File: src/rtl/pdm_cic_decim.sv
// CIC decimator turning a 1-bit PDM stream into saturated signed PCM samples.
// Integrators run per pdm_en bit; a valid-driven comb pipe runs once per DECIM bits.
module pdm_cic_decim #(
  parameter int unsigned ORDER = 4,
  parameter int unsigned DECIM = 64,
  parameter int unsigned OUT_W = 16
) (
  input  logic             clk,
  input  logic             rst,
  input  logic             pdm_en,
  input  logic             pdm_din,
  output logic [OUT_W-1:0] pcm_out,
  output logic             pcm_valid,
  output logic             clip
);

  localparam int unsigned CNT_W = $clog2(DECIM);
  localparam int unsigned ACC_W = 2 + ORDER * CNT_W;
  localparam int unsigned SHIFT = ACC_W - 1 - OUT_W;
  localparam int unsigned Y_W   = OUT_W + 1;

  typedef logic signed [ACC_W-1:0] acc_t;

  acc_t             integ_q [ORDER];
  acc_t             integ_d [ORDER];
  acc_t             comb_q  [ORDER+1];
  acc_t             dly_q   [ORDER];
  logic [ORDER:0]   vld_q;
  logic [CNT_W-1:0] cnt_q;
  logic             tick_c;
  acc_t             step_c;
  acc_t             y_full_c;
  logic [Y_W-1:0]   y_c;
  logic             ovf_c;
  logic [OUT_W-1:0] sat_c;

  // Integrator next values, all from pre-edge state; wraps at ACC_W bits.
  always_comb begin
    step_c     = pdm_din ? acc_t'(1) : acc_t'({ACC_W{1'b1}});
    integ_d[0] = integ_q[0] + step_c;
    for (int k = 1; k < int'(ORDER); k++) begin
      integ_d[k] = integ_q[k] + integ_q[k-1];
    end
  end

  assign tick_c = pdm_en && (cnt_q == CNT_W'(DECIM - 1));

  always_ff @(posedge clk or negedge rst) begin
    if (!rst) begin
      cnt_q <= '0;
      for (int k = 0; k < int'(ORDER); k++) begin
        integ_q[k] <= '0;
      end
    end else if (pdm_en) begin
      cnt_q <= cnt_q + CNT_W'(1);
      for (int k = 0; k < int'(ORDER); k++) begin
        integ_q[k] <= integ_d[k];
      end
    end
  end

  // Comb pipe: a valid bit walks through ORDER differentiator stages.
  always_ff @(posedge clk or negedge rst) begin
    if (!rst) begin
      vld_q <= '0;
      for (int k = 0; k <= int'(ORDER); k++) begin
        comb_q[k] <= '0;
      end
      for (int k = 0; k < int'(ORDER); k++) begin
        dly_q[k] <= '0;
      end
    end else begin
      vld_q <= {vld_q[ORDER-1:0], tick_c};
      if (tick_c) begin
        comb_q[0] <= integ_d[ORDER-1];
      end
      for (int k = 1; k <= int'(ORDER); k++) begin
        if (vld_q[k-1]) begin
          comb_q[k]  <= comb_q[k-1] - dly_q[k-1];
          dly_q[k-1] <= comb_q[k-1];
        end
      end
    end
  end

  // Scale down and clamp; an overflow shows as the top two bits disagreeing.
  always_comb begin
    y_full_c = comb_q[ORDER] >>> SHIFT;
    y_c      = y_full_c[Y_W-1:0];
    ovf_c    = y_c[Y_W-1] ^ y_c[Y_W-2];
    sat_c    = ovf_c ? {y_c[Y_W-1], {(OUT_W-1){~y_c[Y_W-1]}}} : y_c[OUT_W-1:0];
  end

  always_ff @(posedge clk or negedge rst) begin
    if (!rst) begin
      pcm_out   <= '0;
      pcm_valid <= 1'b0;
      clip      <= 1'b0;
    end else begin
      pcm_valid <= vld_q[ORDER];
      clip      <= vld_q[ORDER] && ovf_c;
      if (vld_q[ORDER]) begin
        pcm_out <= sat_c;
      end
    end
  end

endmodule

File: config.mk
export PLATFORM = sky130hd
export DESIGN_NAME = pdm_cic_decim
export DESIGN_NICKNAME = d
export VERILOG_FILES = /design/src/rtl/pdm_cic_decim.sv
export SDC_FILE = /design/constraint.sdc
export NUM_CORES = 1
export LEC_CHECK = 0
export ABC_AREA = 1
export CAP_MARGIN = 5
export CORE_MARGIN = 1.5
export CORE_UTILIZATION = 46
export CTS_BUF_LIST = sky130_fd_sc_hd__clkbuf_8
export CTS_CLUSTER_SIZE = 12
export DETAILED_ROUTE_END_ITERATION = 7
export PLACE_DENSITY = 0.57
export SLEW_MARGIN = 25
export SYNTH_ARGS = -nofsm -noshare
export SYNTH_HDL_FRONTEND = slang
export SYNTH_SLANG_ARGS = --single-unit
File: constraint.sdc
create_clock -name clk -period 2.3 [get_ports clk]
set_input_delay 0.46 -clock clk [delete_from_list [all_inputs] [get_ports clk]]
set_output_delay 0.46 -clock clk [all_outputs]
set_load 0.05 [all_outputs]
==> results of run 1 <==
-- stage by stage --
step            TNS, ns  instances  hold WS, ns  utilization (%)
3_3_place_gp      -4.93       4947        0.403             49.9
2_1_floorplan         0       4118        0.164                -
6_report              0       5064        0.233             52.4
4_1_cts               0       5063        0.185             52.2
3_5_place_dp      -5.37       4947        0.409             49.9
5_1_grt        -0.00646       5064        0.186             52.4
-- area by class of cell --
class,instances,area (sq um)
Fill cell,6011,27500
Multi-Input combinational cell,3052,15300
Sequential cell,358,8960
Inverter,635,2390
Timing Repair Buffer,138,1230
Clock buffer,86,1180
Tap cell,765,957
Clock inverter,29,188
Antenna cell,1,2.50
-- worst max-delay path by stage --
| stage | endpoint | slack, ns | depth (start not counted) | from |
|---|---|---|---|---|
| global placement | integ_q[101] | -0.34 | 13 | pdm_din |
| detailed placement | integ_q[101] | -0.38 | 13 | pdm_din |
| finish | pcm_out[13] | 0.07 | 1 | pcm_out[13] |
| CTS | pcm_out[9] | 0.0005 | 1 | pcm_out[9] |
| floorplan | integ_q[89] | 0.08 | 11 | pdm_din |
| global route | comb_q[40] | -0.005 | 13 | comb_q[52] |
-- timing repair --
action                     CTS  global route
gates resized for setup     10            29
hold buffers                 1             0
setup buffers                0             0
hold endpoints to repair    33             0
pin swaps                    0             1
setup endpoints to repair   10            39
-- cells by family after synthesis --
kind of cell             count (synthesis)  synth area share [%]
AO/OA/AOI/OAI                          446                  8.83
XOR/XNOR                                73                  2.38
adder cells (fa/ha/maj)                208                  9.88
buffers and inverters                  708                  10.0
flip-flops                             358                  33.3
AND/OR/NAND/NOR                       2325                  35.6
-- metal layers --
layer  GRT usage [%]  up-vias
li1                -    13240
met4            7.01        0
met1            36.7    11171
met2            37.3      445
met5               0        -
met3            3.74      116
-- sequential cells by signal, indices dropped and copies added, names as in the netlist --
| register | flops |
|---|---|
| dly_q | 104 |
| cnt_q | 6 |
| comb_q | 121 |
| clip | 1 |
| vld_q | 5 |
| pcm_out | 16 |
| pcm_valid | 1 |
| integ_q | 104 |
-- cell usage in the layout, fill, tap and decap left out, types with 13 or more instances in the layout --
cell type                  count
sky130_fd_sc_hd__buf_4       105
sky130_fd_sc_hd__a21oi_1     180
sky130_fd_sc_hd__o21ai_0     211
sky130_fd_sc_hd__nand3_1     287
sky130_fd_sc_hd__ha_1        200
sky130_fd_sc_hd__nand4_1      66
sky130_fd_sc_hd__nor3_1       27
sky130_fd_sc_hd__xnor2_1      51
sky130_fd_sc_hd__nand2_2      14
sky130_fd_sc_hd__o21bai_1     39
sky130_fd_sc_hd__inv_1       648
sky130_fd_sc_hd__nor2_2       13
sky130_fd_sc_hd__nor2_1      271
sky130_fd_sc_hd__dfrtp_1     353
sky130_fd_sc_hd__nand2_1    1579
sky130_fd_sc_hd__clkbuf_8     86
sky130_fd_sc_hd__nand3b_1     23
sky130_fd_sc_hd__xor2_1       21
==> results summary, run 1 <==
The run finished with clean final reports. The post-synthesis sequential element count is 358. The most used flip-flop cell after synthesis is sky130_fd_sc_hd__dfrtp_1. The count of antenna-violating nets left after detailed routing is 0. The number of nets in the layout is ~4500.

The number of I/O port buffers came out at 21. The actual slew at the worst max-slew pin came out at 0.636 ns. The area of the core region came out at 57700 sq um.

The critical setup path kind is flop to output pin. The worst setup slack after placement is -0.376 ns. The first global-routing pass estimated 121000 um of wire. Max-cap violations in this run came to 0. The worst register-to-register path ends at comb_q[88]. For this design, the sink count on the clock tree is 358. TritonCTS built the clock tree.

The total number of vias came out at around 25000. The Yosys step of the flow raised 0 warnings. The cell count of the worst hold path came out at 3. In this run the most critical hold path is launched from pdm_en. The number of distinct library cells after synthesis is 39. Summed over its instances, the top area cell type makes up 33.3% of the synthesized netlist area. The most common cell in the synthesized netlist is sky130_fd_sc_hd__nand2_1.

The post-detailed-routing wire length is 72600 um. The number of design-rule violations left by the first detailed-router iteration came out at 1558. For the worst setup path, the data required time is 1.84 ns.

Global routing finished with a remaining overflow of 0. Pin placement for this block handled 22 I/O pins. The number of placement rows is 88. The kind of capture point of the worst setup path is an output pin. The critical path buffer and inverter count is 1. The final weighted congestion of routability-driven global placement came out at 0.893. Once layout is done, the placed cells without fillers occupy 30200 sq um. The sequential element share of the synthesized area is 33.3%. The number of search-and-repair iterations in the first detailed-routing pass came out at 7. The area added between synthesis and finish is 12.4%. The buffer levels on the longest clock path is 3.

The maximum number of pins on one net before global-route repair is 65. The number of levels the H-tree was split into is 3. The kind of path behind the tightest hold check is primary input to flop.

Sorting the synthesized cells by area gives the leading types as sky130_fd_sc_hd__dfrtp_1, sky130_fd_sc_hd__nand2_1, sky130_fd_sc_hd__ha_1. The worst hold path terminates at cnt_q[4]. The highest layer touched by signal routing is met4. The synthesized design contains 0 enable-type register cells. Data arrives at the worst endpoint at approximately 1.8 ns. The floorplan step defined a die boundary enclosing 59900 sq um. The launch point of the worst reg-to-reg path is comb_q[104]. The number of hold-slack violations in the final timing report is 0. The detailed-routed wire length on met2 came out at between 30000 and 40000 um. The cell type contributing the most total cell area after synthesis is sky130_fd_sc_hd__dfrtp_1. The residual DRC count came out at 0.

Setup violations remaining at the end of the flow were counted as 0. The highest clock frequency the design can meet is about 0.45 GHz. The share of layout cells above drive strength 1 is 6.61%. Subtracting the final worst setup slack from the clock period gives 2.23 ns. The largest stage delay on the critical path is roughly 0.81 ns. The die height is 245 um. Global routing used about a quarter of the available tracks across all layers. The average cell area after synthesis came out at 6.53 sq um. The later-pin clock latency in the skew report is 0.65 ns. The slowest stage of the critical path is the sky130_fd_sc_hd__clkdlybuf4s50_1 cell. On the critical path the largest part of the delay comes from buffers and inverters. The post-synthesis async set-or-reset flop share is 100%. In this run the register-to-register setup slack is 0.13 ns. The worst relative slew slack came out at about 58%. Between clock sinks in the finished design, the worst skew comes to 0.0259 ns. The initial antenna violation count came out at 1. The per-cell routed wire length came out at 14.3 um. The die outline width is 245 um.

The post-detailed-route via-to-cell ratio came out at around 4.9. The number of max-slew violations in the final report came out at 0. The half-perimeter wire length after detailed placement came out at 56900 um. The placed instances occupy a cell area of ~29000 sq um. The number of global-route vias before repair is 23379.

Buffers inserted during clock tree synthesis total 67. The net count after synthesis is 4330. The post-layout worst setup margin is 0.0696 ns. The share of the clock period used by the worst path came out at 97.0%. Along the worst path, the maximum fanout reaches 2. The starting density of the core came out at 46.6%. The number of cells on the worst reg-to-reg path is 12.

STA classifies the critical path startpoint as a flop. In this run the clock root is driven by a sky130_fd_sc_hd__clkbuf_8. The cell count after synthesis is a little over 4000. The critical path goes through clkdlybuf4s50_1. By count the netlist is led by sky130_fd_sc_hd__nand2_1, sky130_fd_sc_hd__inv_1, sky130_fd_sc_hd__dfrtp_1. The clock-pin slew of the registers on the worst-case setup and hold paths is 0.05 ns. The area of the mapped netlist is around 27000 sq um. Detailed routing placed a total of 3120 um of wire on met3. In the final routing, the length of wire on met1 measures between 30000 and 40000 um.
Power of run 1 is left out: the tool's default activity adds up to more than one toggle a clock period on the data nets, which glitch-free logic cannot reach.
==> inputs of run 2 (changes only) <==
Settings changed: CORE_MARGIN 1.5 to unset.
==> run 2 against run 1 <==
Critical path depth unchanged. Cell count rose by 0.12%. Flip-flop and latch count did not move. Cell area grew 0.10%. Utilization up 0.054 points. Worst setup slack got worse by 0.010 ns. Die area fell by 0.82%. First-iteration DRC count up 6.0%. Via count barely moved. Hold slack improved by 0.0015 ns. Register-to-register slack gained 0.03 ns.
==> results summary, run 2 (synthesis gave the netlist of run 1 again) <==
The run finished with clean final reports. The time the worst path needs with I/O delays and setup came out at 2.24 ns (+0.0104 ns). The launch point of the worst reg-to-reg path is comb_q[52]. The post-detailed-route via-to-cell ratio came out at 4.93 (about the same). The largest clock skew in the final design came out at 0.0292 ns (+0.00331 ns). The critical path buffer and inverter count is 1 (unchanged). The half-perimeter wire length after detailed placement came out at 57000 um (+0.18%).

The number of top-level design ports came out at 22 (unchanged). The maximum fanout count along the critical path is 2 (unchanged). The count of antenna-violating nets left after detailed routing is 0 (unchanged). The cell at the root of the clock tree is sky130_fd_sc_hd__clkbuf_8. Setup repair after global routing left no endpoint under its margin.

The number of design-rule violations left by the first detailed-router iteration is 1651 (+6.0%). In the layout the commonest cells are sky130_fd_sc_hd__nand2_1, sky130_fd_sc_hd__inv_1, sky130_fd_sc_hd__dfrtp_1. The number of sinks handled by clock tree synthesis is 358 (unchanged). The later-pin clock latency in the skew report is 0.64 ns (about the same). The maximum number of pins on one net before global-route repair came out at 84 (+29%). The initial antenna violation count was 1 (unchanged).

The number of hold-slack violations in the final timing report came to 0 (unchanged). The number of I/O port buffers came out at 21 (unchanged). The clock-pin slew of the registers on the worst-case setup and hold paths came out at 0.05 ns (about the same). The clock tree from TritonCTS is yes. The overall global routing resource usage was 24.9% (+0.085 points). The critical path starts at pcm_out[4]. The number of flip-flops under the largest register name is 121 (unchanged).

The worst hold path begins at pdm_en. The largest stage delay on the critical path came out at 0.80 ns (about the same). The final weighted congestion of routability-driven global placement came to 0.907 (+1.5%).

The total of endpoints with negative setup slack in the final report was 0 (unchanged). The global-route wire length before repair came to 120000 um (-0.52%). The critical path goes through clkdlybuf4s50_1. The number of global-route vias before repair is 23461 (+0.35%).

In the final layout, the registers with the most flip-flops are comb_q x121, dly_q x104, integ_q x104. The TritonCTS buffer count is 68 (+1.5%). In this run the critical register-to-register path is captured at comb_q[40]. The cell count of the worst hold path was 3 (unchanged).

The highest clock frequency the design can meet came out at 0.446 GHz (-0.46%). The share of layout cells above drive strength 1 came out at 6.69% (+0.085 points). The die outline width came out at 244 um (-0.41%).

The cell count of the worst reg-to-reg path is 13 (+1). The required time of the critical path came out at 1.84 ns (about the same). The number of max-cap violations came out at 0 (unchanged). The post-detailed-routing wire length is 72900 um (+0.39%). The endpoint arrival time on the critical path is 1.78 ns (about the same).

The number of levels the H-tree was split into was 3 (unchanged). The area added between synthesis and finish is 12.6%. The area enclosed by the die boundary is 59400 sq um (-0.82%). The number of search-and-repair iterations in the first detailed-routing pass is 6 (-1). The buffer levels on the longest clock path came out at 3 (unchanged).

The largest individual stage delay along the critical path comes from the cell sky130_fd_sc_hd__clkdlybuf4s50_1. The number of max-slew violations in the final report came out at 0 (unchanged). STA classifies the critical path startpoint as a flop. The residual overflow from global routing is 0 (unchanged). The worst relative slew slack came out at 57.8% (+0.25 points). The path with the worst hold slack has its endpoint at cnt_q[4]. The number of placement rows is 88 (unchanged). The total number of vias was 24988 (+0.064%).

The area of the core region is 57700 sq um (unchanged). The critical path is of the flop to output pin type. Counting flops per register, the top entry is comb_q.

The per-cell routed wire length is 14.4 um (+0.27%). The starting density of the core was 46.6% (unchanged). The share of the clock period used by the worst path came out at 97.4% (+0.45 points). The reg-to-reg setup timing slack is 0.16 ns (+0.03 ns). The number of nets in the layout is 4467 (+0.067%). The residual DRC count is 0 (unchanged). The die height is 244 um (-0.41%).

The most frequent standard cell in the layout excluding fill and tap cells is sky130_fd_sc_hd__nand2_1. The kind of capture point of the worst setup path is an output pin. The family of cells with the greatest summed delay on the critical path is buffers and inverters. The actual slew at the worst max-slew pin came out at 0.633 ns (-0.00376 ns). The minimum hold slack is 0.234 ns (+0.00151 ns). In this run the worst hold path is classified as primary input to flop.
==> run 2: cell types whose count changed in the layout (fill, tap and decap cells not counted), sizes merged, moves of 2 or more <==
cell	change
buf	+2
clkinvlp	+2
clkbuf	-2
clkdlybuf4s50	+2
dlygate4sd2	-3
==> run 2: worst max path at each step <==
stage / to / slack (ns) / cells after the start
finish: pcm_out[4] / 0.06 / 1
global route: comb_q[125] / 0.003 / 10
CTS: pcm_out[2] / 0.0009 / 1
detailed placement: integ_q[101] / -0.35 / 13
global placement: integ_q[101] / -0.32 / 13
floorplan: integ_q[89] / 0.08 / 11
==> run 2: metrics by stage <==
step                      worst slack (ns)  instance area, sq um  cells  utilization (%)  setup TNS [ns]
after global routing               0.00303                 30300   5070             52.4               0
after CTS                         0.000860                 30100   5066             52.2               0
final                               0.0592                 30300   5070             52.4               0
after detailed placement            -0.351                 28700   4947             49.8           -5.33
after global placement              -0.320                 28700   4947             49.8           -4.94
after floorplan                     0.0806                 26900   4118                -               0
==> run 2: cell type report <==
type                    instances  area, sq um
clock buffers                  84         1160
diodes                          2         5.00
clock inverters                34          241
repair buffers                140         1210
flip-flops and latches        358         8960
fillers                      6018        27400
multi-input cells            3052        15300
inverters                     635         2390
well taps                     765          957
==> run 2: metal layers <==
layer	share of wire, %	global-route usage (%)	vias up	wire length [um]
met5	0	0	-	0
met4	2.1	7.10	0	1500
met3	4.9	3.37	93	3570
met2	42	37.9	466	30700
met1	51	36.6	11167	37100
li1	-	-	13262	-
==> run 2: what timing repair did <==
action                                 CTS  global route
endpoints found under the hold margin   29             0
hold buffers                             1             0
resized for setup                        7            31
pin swaps                                0             1
setup buffers                            0             2
setup endpoints to repair                7            47
cloned                                   0             0
==> run 2: worst register-to-register path: stages (launching register included) <==
cell,delay (ns)
sky130_fd_sc_hd__dfrtp_1,0.41
sky130_fd_sc_hd__inv_1,0.09
sky130_fd_sc_hd__ha_1,0.15
sky130_fd_sc_hd__inv_1,0.08
sky130_fd_sc_hd__fa_2,0.34
sky130_fd_sc_hd__nand2_1,0.10
sky130_fd_sc_hd__nand3_1,0.11
sky130_fd_sc_hd__nand3_1,0.11
sky130_fd_sc_hd__nand2_2,0.09
sky130_fd_sc_hd__nand2_1,0.07
sky130_fd_sc_hd__nand3_1,0.07
sky130_fd_sc_hd__or2_2,0.27
sky130_fd_sc_hd__nand3_1,0.09
sky130_fd_sc_hd__nand2_1,0.06
Power of run 2 is left out for the same reason.
==> inputs of run 3 (changes only) <==
Settings changed: SKIP_LAST_GASP set to 1.
==> run 3 against run 2 <==
Hold slack gained 0.0017 ns. Clock skew barely moved. Cell area about the same. Clock-buffer cell count stayed put. Via count barely moved. Flip-flop and latch count stayed put.
==> results summary, run 3 (synthesis gave the netlist of run 1 again) <==
The largest registers in the layout are comb_q x121, dly_q x104, integ_q x104. The worst relative slew slack came out at 57.8% (unchanged). Setup repair after global routing could not meet its margin everywhere.

The critical setup path kind is flop to output pin. The number of I/O port buffers came to 21 (unchanged). The cell count of the worst hold path is 3 (unchanged). The largest stage delay on the critical path came out at 0.80 ns (about the same).

The flow ran to the end, and the final reports show no timing, DRC or antenna violations. The count of antenna-violating nets left after detailed routing came to 0 (unchanged). The final instance count without filler cells was 5070 (unchanged). The number of max-cap violations is 0 (unchanged). The total number of vias is 24994 (+0.024%). The minimum hold slack is 0.236 ns (+0.00173 ns). The total negative slack came out at 0 ns (unchanged). The area of the core region was 57700 sq um (unchanged). The starting density of the core is 46.6% (unchanged). The register with the most flip-flops in the final layout is comb_q.

The cell total after placement is 4947 (unchanged). The time the worst path needs with I/O delays and setup came out at 2.24 ns (-0.00120 ns). The reg-to-reg setup timing slack is 0.11 ns (-0.05 ns).

The cell area after placement is 28700 sq um (unchanged). The cell area after layout came out at 30300 sq um (about the same). The share of the clock period used by the worst path is 97.4% (about the same). The number of search-and-repair iterations in the first detailed-routing pass came out at 5 (-1).

The die height is 244 um (unchanged). The number of max-slew violations in the final report is 0 (unchanged). The final weighted congestion of routability-driven global placement is 0.907 (unchanged). The worst hold path begins at pdm_en. The cell family contributing the most delay on the critical path is buffers and inverters. The maximum number of pins on one net before global-route repair is 84 (unchanged). The residual DRC count came out at 0 (unchanged). The clock tree from TritonCTS is yes. The cell count of the worst reg-to-reg path is 12 (-1). The filler cell count in the final layout is 6019 (+0.017%).

The global-route wire length before repair came to 120000 um (unchanged). The clock-pin slew of the registers on the worst-case setup and hold paths is 0.05 ns (about the same). The worst register-to-register path begins at comb_q[104]. The required time of the critical path is 1.84 ns (about the same).

The maximum fanout count along the critical path was 2 (unchanged). The area added between synthesis and finish came out at 12.5% (about the same). The half-perimeter wire length after detailed placement is 57000 um (unchanged). The buffer levels on the longest clock path came out at 3 (unchanged). The worst min-delay path endpoint is cnt_q[4]. The number of global-route vias before repair is 23461 (unchanged). The share of layout cells above drive strength 1 came out at 6.67% (-0.023 points).

The post-detailed-route via-to-cell ratio came to 4.93 (about the same). The kind of path behind the tightest hold check is primary input to flop. The cell at the root of the clock tree is sky130_fd_sc_hd__clkbuf_8.

In the layout the commonest cells are sky130_fd_sc_hd__nand2_1, sky130_fd_sc_hd__inv_1, sky130_fd_sc_hd__dfrtp_1. The actual slew at the worst max-slew pin was 0.633 ns (-0.000000775 ns). The number of levels the H-tree was split into is 3 (unchanged). The number of design-rule violations left by the first detailed-router iteration is 1699 (+2.9%). In this run the critical register-to-register path is captured at comb_q[88]. The total of endpoints with negative setup slack in the final report is 0 (unchanged). Walking the worst path, the cells encountered are clkdlybuf4s50_1. The number of top-level design ports came out at 22 (unchanged). The area enclosed by the die boundary is 59400 sq um (unchanged).

The number of sinks handled by clock tree synthesis came out at 358 (unchanged). The initial antenna violation count came out at 1 (unchanged). The worst setup path is launched from a flop. The number of flip-flops under the largest register name came out at 121 (unchanged). The later-pin clock latency in the skew report came out at 0.64 ns (about the same).

Leaving out fill and tap cells, the most frequent cell in the layout is sky130_fd_sc_hd__nand2_1. The TritonCTS buffer count was 68 (unchanged). The number of hold-slack violations in the final timing report is 0 (unchanged). The number of nets in the layout came out at 4467 (unchanged). The endpoint arrival time on the critical path is 1.78 ns (about the same). The residual overflow from global routing is 0 (unchanged). The post-detailed-routing wire length is 72800 um (about the same). The per-cell routed wire length is 14.4 um (about the same). The critical path buffer and inverter count came out at 1 (unchanged). The overall global routing resource usage came out at 24.9% (unchanged). The die outline width is 244 um (unchanged). The number of placement rows is 88 (unchanged).

On the critical path, the stage with the largest delay is an instance of sky130_fd_sc_hd__clkdlybuf4s50_1. The highest clock frequency the design can meet is 0.447 GHz (about the same). The kind of capture point of the worst setup path is an output pin. The largest clock skew in the final design is 0.0292 ns (-0.0000458 ns).
==> run 3: cell counts in the layout (fill, tap and decap cells not counted) <==
Identical to the previous run, type by type.
==> run 3: metal layers <==
| layer | wire length [um] | part of all wire (%) | up-vias | global-route usage [%] |
|---|---|---|---|---|
| li1 | - | - | 13267 | - |
| met1 | 37200 | 51 | 11163 | 36.6 |
| met2 | 30600 | 42 | 473 | 37.9 |
| met3 | 3440 | 4.7 | 91 | 3.37 |
| met4 | 1490 | 2.1 | 0 | 7.10 |
| met5 | 0 | 0 | - | 0 |
==> run 3: how the worst max path moves through the flow <==
| stage | startpoint | to | depth (start not counted) |
|---|---|---|---|
| floorplan | pdm_din | integ_q[89] | 11 |
| CTS | pcm_out[2] | pcm_out[2] | 1 |
| global placement | pdm_din | integ_q[101] | 13 |
| global route | comb_q[104] | comb_q[96] | 14 |
| finish | pcm_out[4] | pcm_out[4] | 1 |
| detailed placement | pdm_din | integ_q[101] | 13 |
==> run 3: worst register-to-register path: cells and delay by family, from the launching register on <==
family          cells  cell delay, ns
simple gates        6            0.59
xor+xnor            1            0.25
flops               1            0.35
buf+inv             2            0.20
fa+ha+maj           2            0.56
compound gates      1            0.10
==> run 3: cell type report <==
cell class	count	area (sq um)	share of cell area, %
Clock inverter	34	241	0.798
Sequential cell	358	8960	29.6
Timing Repair Buffer	140	1210	4.02
Multi-Input combinational cell	3052	15300	50.7
Antenna cell	2	5.00	0.0165
Inverter	635	2390	7.89
Clock buffer	84	1160	3.82
Tap cell	765	957	3.16
==> run 3: through the flow <==
stage                     setup slack, ns  util (%)
final                              0.0604      52.4
after global routing             0.000925      52.4
after CTS                        0.000860      52.2
after detailed placement           -0.351      49.8
after global placement             -0.320      49.8
after floorplan                    0.0806         -
==> run 3: repair_timing <==
action	in CTS	in global routing
cloned	0	0
pin swaps	0	1
gates resized for setup	7	30
hold endpoints to repair	29	0
hold buffers	1	0
buffers inserted	0	2
setup endpoints to repair	7	47
Power of run 3 is left out for the same reason.
==> variant: new RTL, flow settings as in run 2 <==
Register the inputs `pdm_en` and `pdm_din` before use. The logic sees them one clock later.
--- a/src/rtl/pdm_cic_decim.sv
+++ b/src/rtl/pdm_cic_decim.sv
@@ -21,6 +21,14 @@
 
   typedef logic signed [ACC_W-1:0] acc_t;
 
+  logic pdm_en_q;
+  logic pdm_din_q;
+
+  always_ff @(posedge clk) begin
+    pdm_en_q  <= pdm_en;
+    pdm_din_q <= pdm_din;
+  end
+
   acc_t             integ_q [ORDER];
   acc_t             integ_d [ORDER];
   acc_t             comb_q  [ORDER+1];
@@ -36,14 +44,14 @@
 
   // Integrator next values, all from pre-edge state; wraps at ACC_W bits.
   always_comb begin
-    step_c     = pdm_din ? acc_t'(1) : acc_t'({ACC_W{1'b1}});
+    step_c     = pdm_din_q ? acc_t'(1) : acc_t'({ACC_W{1'b1}});
     integ_d[0] = integ_q[0] + step_c;
     for (int k = 1; k < int'(ORDER); k++) begin
       integ_d[k] = integ_q[k] + integ_q[k-1];
     end
   end
 
-  assign tick_c = pdm_en && (cnt_q == CNT_W'(DECIM - 1));
+  assign tick_c = pdm_en_q && (cnt_q == CNT_W'(DECIM - 1));
 
   always_ff @(posedge clk or negedge rst) begin
     if (!rst) begin
@@ -51,7 +59,7 @@
       for (int k = 0; k < int'(ORDER); k++) begin
         integ_q[k] <= '0;
       end
-    end else if (pdm_en) begin
+    end else if (pdm_en_q) begin
       cnt_q <= cnt_q + CNT_W'(1);
       for (int k = 0; k < int'(ORDER); k++) begin
         integ_q[k] <= integ_d[k];
Check against the original RTL: no difference found for any inputs over 10 cycles, from zero or initial values and one cycle with rst low; that may be too few to reach the edited logic, so the function may still have changed.
==> variant against run 2 <==
  * Via count is 0.59% lower
  * Sequential cell count is 2 higher
  * Clock skew is 1.9 ps lower
  * Synthesized area is 0.15% higher
  * Worst setup slack better by 29 ps
  * Fmax is 1.3% higher
  * Routed wire length is 0.76% higher
  * Cell area is 1.2% lower
  * Critical path type unchanged
==> variant: results (changes against run 2) <==
Yosys
  • Top post-synthesis cells by area: dfrtp_1, nand2_1, ha_1
  • Register area share after synthesis: 0.3342 (+0.0009916)
  • Mapped Nets: 4332 (+0.046%)
  • Syn Area/Cell: 6.535 sq um (+0.10%)
  • Ys async rst share: 0.9944 (-0.005556)
  • Synth top cells by count: nand2_1, inv_1, dfrtp_1
  • Unique cell type count in the Yosys netlist: 40 (+2.6%)
  • Most common cell in the netlist: nand2_1

Drt
  • Via count: 24840 (-0.59%)
  • Final Routed Wirelength: 73430 microns (+0.76%)
  • Post-DR vias/cell: 4.958 (+0.60%)
  • Initial DRC Count: 1767 (+7.0%)
  • Met1 wire length: 36880 microns (-0.66%)
  • Wire length on met2: 31250 microns (+1.8%)
  • Met3 wire len: 3949 microns (+11%)
  • Drt first pass iters: 7 (+1)

Global route
  • GR Layer Usage met2: 0.3916 (+0.01262)
  • Global-route wire length before repair: 121400 microns (+1.1%)
  • Grt met3 use: 0.04406 (+0.01035)
  • Vias in the first global route: 23610 (+0.63%)
  • Largest net degree at the start of global routing: 78 (-7.1%)
  • Grt met1 use: 0.3616 (-0.004625)
  • Initial antenna violation count: 1 (unchanged)
  • Overall routing resource usage: 0.2514 (+0.002412)

Place
  • PortBufs: 21 (unchanged)
  • DP HPWL: 57580 microns (+0.99%)
  • Routability cong.: 0.9142 (+0.84%)
  • Placed cells: 4885 (-1.3%)

Power and ir drop
  • Leak Pwr: 17.14 nW
  • Design Power: 33.62 mW

Setup path
  • Slowest-stage cell, CP: clkdlybuf4s50_1
  • Critical path fanouts, max: 1 (-1)

Final layout
  • Proportion of layout cells with a drive suffix above 1: 0.05112 (-0.01581)
  • ANT cells: 0 (-2)
  • Nets: 4406 (-1.4%)
  • Filler instances: 5939 (-1.3%)

Clocking
  • Clock transition at the registers of the reported paths: 60 ps
  • Clock buffer depth: 3 (unchanged)
  • TritonCTS Buffers: 70 (+2.9%)

STA
  • Slew HR: 0.6025 (+0.02469)
  • Clock Skew: 27.28 ps (-1.946 ps)

Worst hold path
  • Worst hold path type: in2reg

Run status
  • Status: finished clean
variant: cell types whose count changed in the layout (fill, tap and decap cells not counted), sizes merged:
cell,change
buf,-66
bufinv,+1
clkbuf,+6
clkdlybuf4s50,-2
clkinv,+2
clkinvlp,-1
dfxtp,+2
diode,-2
dlygate4sd2,+9
dlymetal6s2s,-6
inv,-3
variant: path summary, 6_finish.rpt:
path,from,endpoint,slack (ps),cells past startpoint
min reg2reg,comb_q[14],comb_q[14],480,2
min,pdm_en,pdm_en_q,270,1
min in group asynchronous,rst,dly_q[61],320,2
max reg2reg,comb_q[104],comb_q[86],160,10
max in group asynchronous,rst,comb_q[46],1250,3
max,clip,clip,90,1
variant: per-stage QoR:
stage	worst slack, ps	hold slack [ps]	area (sq um)
2_1_floorplan	195.0	164.4	26920
3_3_place_gp	42.33	415.9	28340
3_5_place_dp	79.20	414.6	28340
4_1_cts	11.51	208.7	29840
5_1_grt	1.139	223.8	29900
6_report	88.42	268.0	29900
variant: kinds of logic (layout without fill, tap and decap cells):
| kind of cell | Yosys count | after routing | synth area share |
|---|---|---|---|
| AND/OR/NAND/NOR | 2325 | 2325 | 0.3553 |
| buffers and inverters | 708 | 833 | 0.09987 |
| adder cells (fa/ha/maj) | 208 | 208 | 0.09861 |
| AO/OA/AOI/OAI | 446 | 446 | 0.08820 |
| flip-flops | 360 | 360 | 0.3342 |
| XOR/XNOR | 73 | 73 | 0.02375 |
variant: area by class of cell:
cell class,count,area share
multi-input combinational,3052,0.5112
clock buffer,90,0.04143
sequential,360,0.3012
inverter,635,0.07980
tap,765,0.03201
timing repair buffer,75,0.02528
clock inverter,33,0.009164
variant: timing repair:
item	in CTS	in global routing
hold buffers	1	0
setup endpoints to repair	16	26
pin swaps	0	0
buffers inserted	0	1
hold endpoints to repair	29	0
resized for setup	16	11
